## src/rtl/cmd_link_tx.sv

```systemverilog
// Transmitter end of the motor command link: drives state/amount lines, strobes
// candyflag and runs a four-phase handshake on the far end's acknowledge with timeout and retry.
module cmd_link_tx #(
    parameter int SETUP_CYCLES   = 4,
    parameter int TIMEOUT_CYCLES = 2080,
    parameter int MAX_RETRY      = 2,
    parameter int CW             = 16
) (
    input  logic       clk,
    input  logic       rst,
    // Command handshake: a command moves on any clk edge where cmd_valid and
    // cmd_ready are both high; cmd_ready is high only while idle, and offers
    // made while busy are dropped, never queued.
    input  logic       cmd_valid,
    output logic       cmd_ready,
    input  logic [2:0] cmd_state,
    input  logic [1:0] cmd_amount,
    output logic [2:0] teststate_o,
    output logic [1:0] stateamount_o,
    output logic       candyflag_o,
    input  logic       handshake_i,
    output logic       busy,
    output logic       done,
    output logic       error,
    output logic [1:0] fsm_state
);

    localparam int RW = (MAX_RETRY < 2) ? 1 : $clog2(MAX_RETRY + 1);
    localparam logic [CW-1:0] SETUP_CNT    = CW'(SETUP_CYCLES);
    localparam logic [CW-1:0] TIMEOUT_CNT  = CW'(TIMEOUT_CYCLES);
    localparam logic [CW-1:0] TIMEOUT_LAST = CW'(TIMEOUT_CYCLES - 1);
    localparam logic [RW-1:0] RETRY_LIMIT  = RW'(MAX_RETRY);

    typedef enum logic [1:0] {
        IDLE    = 2'd0,
        SETUP   = 2'd1,
        STROBE  = 2'd2,
        RELEASE = 2'd3
    } state_t;

    state_t        state;
    logic [CW-1:0] cnt;
    logic [RW-1:0] retry;
    logic [RW-1:0] retry_next;
    logic          ack_meta;
    logic          ack_s;

    assign retry_next = retry + RW'(1);

    // The far end's acknowledge is asynchronous to osc_clk.
    always_ff @(posedge clk) begin
        if (rst) begin
            ack_meta <= 1'b0;
            ack_s    <= 1'b0;
        end else begin
            ack_meta <= handshake_i;
            ack_s    <= ack_meta;
        end
    end

    always_ff @(posedge clk) begin
        if (rst) begin
            state         <= IDLE;
            cnt           <= '0;
            retry         <= '0;
            teststate_o   <= 3'b000;
            stateamount_o <= 2'b00;
            candyflag_o   <= 1'b0;
            done          <= 1'b0;
            error         <= 1'b0;
        end else begin
            done  <= 1'b0;
            error <= 1'b0;
            case (state)
                IDLE: begin
                    if (cmd_valid) begin
                        teststate_o   <= cmd_state;
                        stateamount_o <= cmd_amount;
                        cnt           <= '0;
                        retry         <= '0;
                        state         <= SETUP;
                    end
                end
                SETUP: begin
                    // A stale ack still high from the previous exchange holds off the strobe.
                    if (cnt >= SETUP_CNT && !ack_s) begin
                        candyflag_o <= 1'b1;
                        cnt         <= '0;
                        state       <= STROBE;
                    end else if (cnt == TIMEOUT_CNT) begin
                        error <= 1'b1;
                        state <= IDLE;
                    end else begin
                        cnt <= cnt + CW'(1);
                    end
                end
                STROBE: begin
                    if (ack_s) begin
                        candyflag_o <= 1'b0;
                        cnt         <= '0;
                        state       <= RELEASE;
                    end else if (cnt == TIMEOUT_LAST) begin
                        candyflag_o <= 1'b0;
                        cnt         <= '0;
                        retry       <= retry_next;
                        if (retry_next == RETRY_LIMIT) begin
                            error <= 1'b1;
                            state <= IDLE;
                        end else begin
                            state <= SETUP;
                        end
                    end else begin
                        cnt <= cnt + CW'(1);
                    end
                end
                RELEASE: begin
                    if (!ack_s) begin
                        done  <= 1'b1;
                        state <= IDLE;
                    end else if (cnt == TIMEOUT_LAST) begin
                        error <= 1'b1;
                        state <= IDLE;
                    end else begin
                        cnt <= cnt + CW'(1);
                    end
                end
                default: state <= IDLE;
            endcase
        end
    end

    assign cmd_ready = (state == IDLE) && !rst;
    assign busy      = (state != IDLE);
    assign fsm_state = state;

endmodule

```

## config.mk

```make
export PLATFORM = sky130hd
export DESIGN_NAME = cmd_link_tx
export DESIGN_NICKNAME = d
export VERILOG_FILES = /design/src/rtl/cmd_link_tx.sv
export SDC_FILE = /design/constraint.sdc
export NUM_CORES = 1
export LEC_CHECK = 0
export BUFFER_PORTS_ARGS = -buffer_cell sky130_fd_sc_hd__buf_2
export CORE_ASPECT_RATIO = 0.8
export CORE_MARGIN = 5
export CORE_UTILIZATION = 51
export DETAILED_ROUTE_END_ITERATION = 10
export PLACE_DENSITY = 0.74
export SETUP_SLACK_MARGIN = 0.1
export SYNTH_ARGS = -nofsm -noshare
export SYNTH_HDL_FRONTEND = slang
export SYNTH_SLANG_ARGS = --single-unit
```

## constraint.sdc

```tcl
create_clock -name clk -period 1.85 [get_ports clk]
set_input_delay 0.2775 -clock clk [delete_from_list [all_inputs] [get_ports clk]]
set_output_delay 0.2775 -clock clk [all_outputs]
set_load 0.01 [all_outputs]
```

==> results by group <==
Pwr
  • Flop pwr share: 0.498
  • Switch Pwr: 0.344 mW
  • Sw frac: 0.256
  • Clock network power share: 0.361
  • VDD IR max: 0.496 mV
  • Comb pwr share: 0.141
  • P_int: 0.998 mW
  • P_leak: 0.987 nW
  • PD cells: 547 nW/um^2

Timing
  • Worst Max-Slew Pin Slew: 0.368 ns
  • Setup TNS: -0.707 ns
  • Fmax: 0.509 GHz
  • Clock Skew: 0.000741 ns
  • Final worst slack: -0.116 ns
  • RSZ-0062 raised after global routing: yes
  • Hold violation total from the final report: 0
  • Period minus WS final: 1.97 ns
  • Setup Viol. Count Final: 15
  • Relative slew slack: 0.754
  • Slew Viols, Final: 0
  • Tcrit/Tclk final: 1.06

Critical path
  • Type of the worst setup path: reg2reg
  • Worst Path Max Fanout: 4
  • Capturing element type of the critical path: flip-flop
  • WP data required: 2.06 ns
  • Startpoint types: flip-flop
  • WP data arrival: 2.18 ns

Layout
  • Final #Nets: 277
  • FILL cells: 172
  • Layout area overhead: 50.0%
  • Most common cell after layout, fill and taps aside: buf_4
  • Fraction of layout instances using a drive strength above 1: 0.547
  • # diodes: 0
  • Commonest non-fill, non-tap cells in the layout: buf_4 (47), nand2_1 (20), buf_2 (20)

Global route
  • Initial antenna violation count: 0
  • First-pass GRT wire length: 7420 um
  • Gr ovfl total: 0
  • Vias in the first global route: 1,616
  • Largest net degree at the start of global routing: 19
  • GR Util All Layers: 0.224

Logic synthesis
  • Netlist area before placement: 1640 um^2
  • Primary FF master, synth: dfxtp_1
  • YS warnings: 0
  • Top cell type's share of synthesized area: 0.367
  • Syn_nets: 206
  • Sequential area share after synthesis: 0.367
  • Cells after synthesis: 194
  • EDFF count, synth: 0
  • Avg Inst Size Synth: 8.43 um^2
  • Netlist cell types: 53
  • Yosys top cell by area: dfxtp_1
  • Count of state elements after synthesis: 30
  • Fraction of registers with async set/reset: 0
  • Synth area leaders: dfxtp_1 (37%), a21oi_1 (6.7%), nand2_1 (5.0%), o21ai_0 (3.7%), nor2_1 (2.8%)

Routing
  • WL per Instance: 18.6 um
  • 1st-pass router iterations: 5
  • WL final: 5680 um
  • Post-DR vias/cell: 6.11
  • DRC errors left: 0
  • Via count: 1,865
  • Final ANT Viol Nets: 0
  • First-iteration detailed-routing DRC count: 217

CTS
  • H-tree levels: 2
  • Reg clk slew, reported paths: 0.06 ns
  • CTS Root Cell: clkbuf_8
  • Maximum buffer depth of the clock tree: 2
  • CTS tree: built
  • CTS Buf Count: 5
  • Clk_lat worst skew: 0.29 ns
  • Clock sink count: 30

Placed design
  • RD Place Congestion: 0.941
  • PortBufs: 20
  • Post-place setup slack: -0.108 ns
  • Detailed placement HPWL: 3100 um

Die
  • Core Box Area: 3090 um^2
  • Placement row count: 18
  • Die Span Y: 60.6 um
  • Die area: 4450 um^2
  • Die Wd: 73.3 um
  • Starting Density: 0.530
  • I/O pin total: 21

Outcome
  • Status: finished, violations left
  • Failing checks: setup timing

Hold path
  • HP Class: in2reg

Job
  • Total of max-cap violations: 0
-- per-stage QoR --
step	total power, mW	utilization	instances	cell area, um^2	hold slack [ns]
2_1_floorplan	0.780	-	194	1650	0.406
3_3_place_gp	0.844	0.661	283	2040	0.417
3_5_place_dp	0.851	0.661	283	2040	0.433
4_1_cts	1.34	0.738	299	2280	0.211
5_1_grt	1.40	0.795	305	2450	0.235
6_report	1.34	0.795	305	2450	0.202
-- synth_stat cells, types with 2 or more instances --
master / count
nor2_1: 12
nor3_2: 2
dfxtp_1: 30
nand4_1: 6
and2_1: 2
a31oi_1: 2
nor3_1: 6
ha_1: 3
o21ai_0: 12
nor4_1: 2
clkbuf_1: 3
or3b_1: 2
nor2b_1: 3
buf_2: 2
and3_2: 2
inv_1: 7
xnor2_1: 3
nand3b_1: 2
or3_1: 6
nand2_1: 22
nand2b_1: 4
xor2_1: 3
nand3_1: 5
and3_1: 3
a21oi_1: 22
-- power by group through the flow --
stage	registers (mW)	logic [mW]	clock network [mW]
after floorplan	0.688	0.0913	0
after global placement	0.682	0.162	0
after detailed placement	0.684	0.167	0
after CTS	0.672	0.172	0.491
after global routing	0.669	0.206	0.527
final	0.668	0.189	0.485
-- final timing paths --
kind	start	end	slack, ns	depth (start not counted)
setup / recovery	cnt[4]	fsm_state[0]	-0.12	7
hold / removal	handshake_i	ack_meta	0.20	2
setup reg to reg	cnt[4]	fsm_state[0]	-0.12	7
hold reg to reg	stateamount_o[0]	stateamount_o[0]	0.45	2
-- worst max-delay path, cell delays in order (launching register included) --
cell,delay [ns]
dfxtp_1,0.32
or3_4,0.44
nor3_1,0.30
a21oi_1,0.16
buf_4,0.17
nor4_1,0.25
a31oi_1,0.08
a21oi_1,0.17
-- flip-flops by register name, indices dropped and copies added, names as in the netlist --
register,flops
error,1
ack_meta,1
stateamount_o,2
teststate_o,3
fsm_state,2
cnt,16
ack_s,1
candyflag_o,1
done,1
retry,2
-- cells by family after synthesis --
kind of cell    after synthesis  share of synthesized area
simple gates                 93                      0.347
compound gates               45                      0.174
flops                        30                      0.367
buf+inv                      16                     0.0513
xor+xnor                      6                     0.0321
fa+ha+maj                     3                     0.0230
mux                           1                    0.00612
-- layer usage --
layer	routed length, um	vias to the layer above	GRT usage
met5	0	-	0
met4	262	0	0.150
met3	560	28	0.0712
met2	2640	124	0.344
met1	2210	881	0.272
li1	-	832	-
-- cell type report --
class                           count  area [um^2]  area share
Inverter                            7         26.3      0.0107
Clock buffer                        7         76.3      0.0311
Timing Repair Buffer               73          529       0.216
Tap cell                           40         50.0      0.0204
Multi-Input combinational cell    148         1140       0.466
Sequential cell                    30          629       0.257
-- timing repair --
action	4_1_cts	5_1_grt
hold buffers	0	0
pin swaps	16	26
setup endpoints to repair	20	21
buffers inserted	9	7
gates resized for setup	29	35
Power figures use the tool's default switching activity.
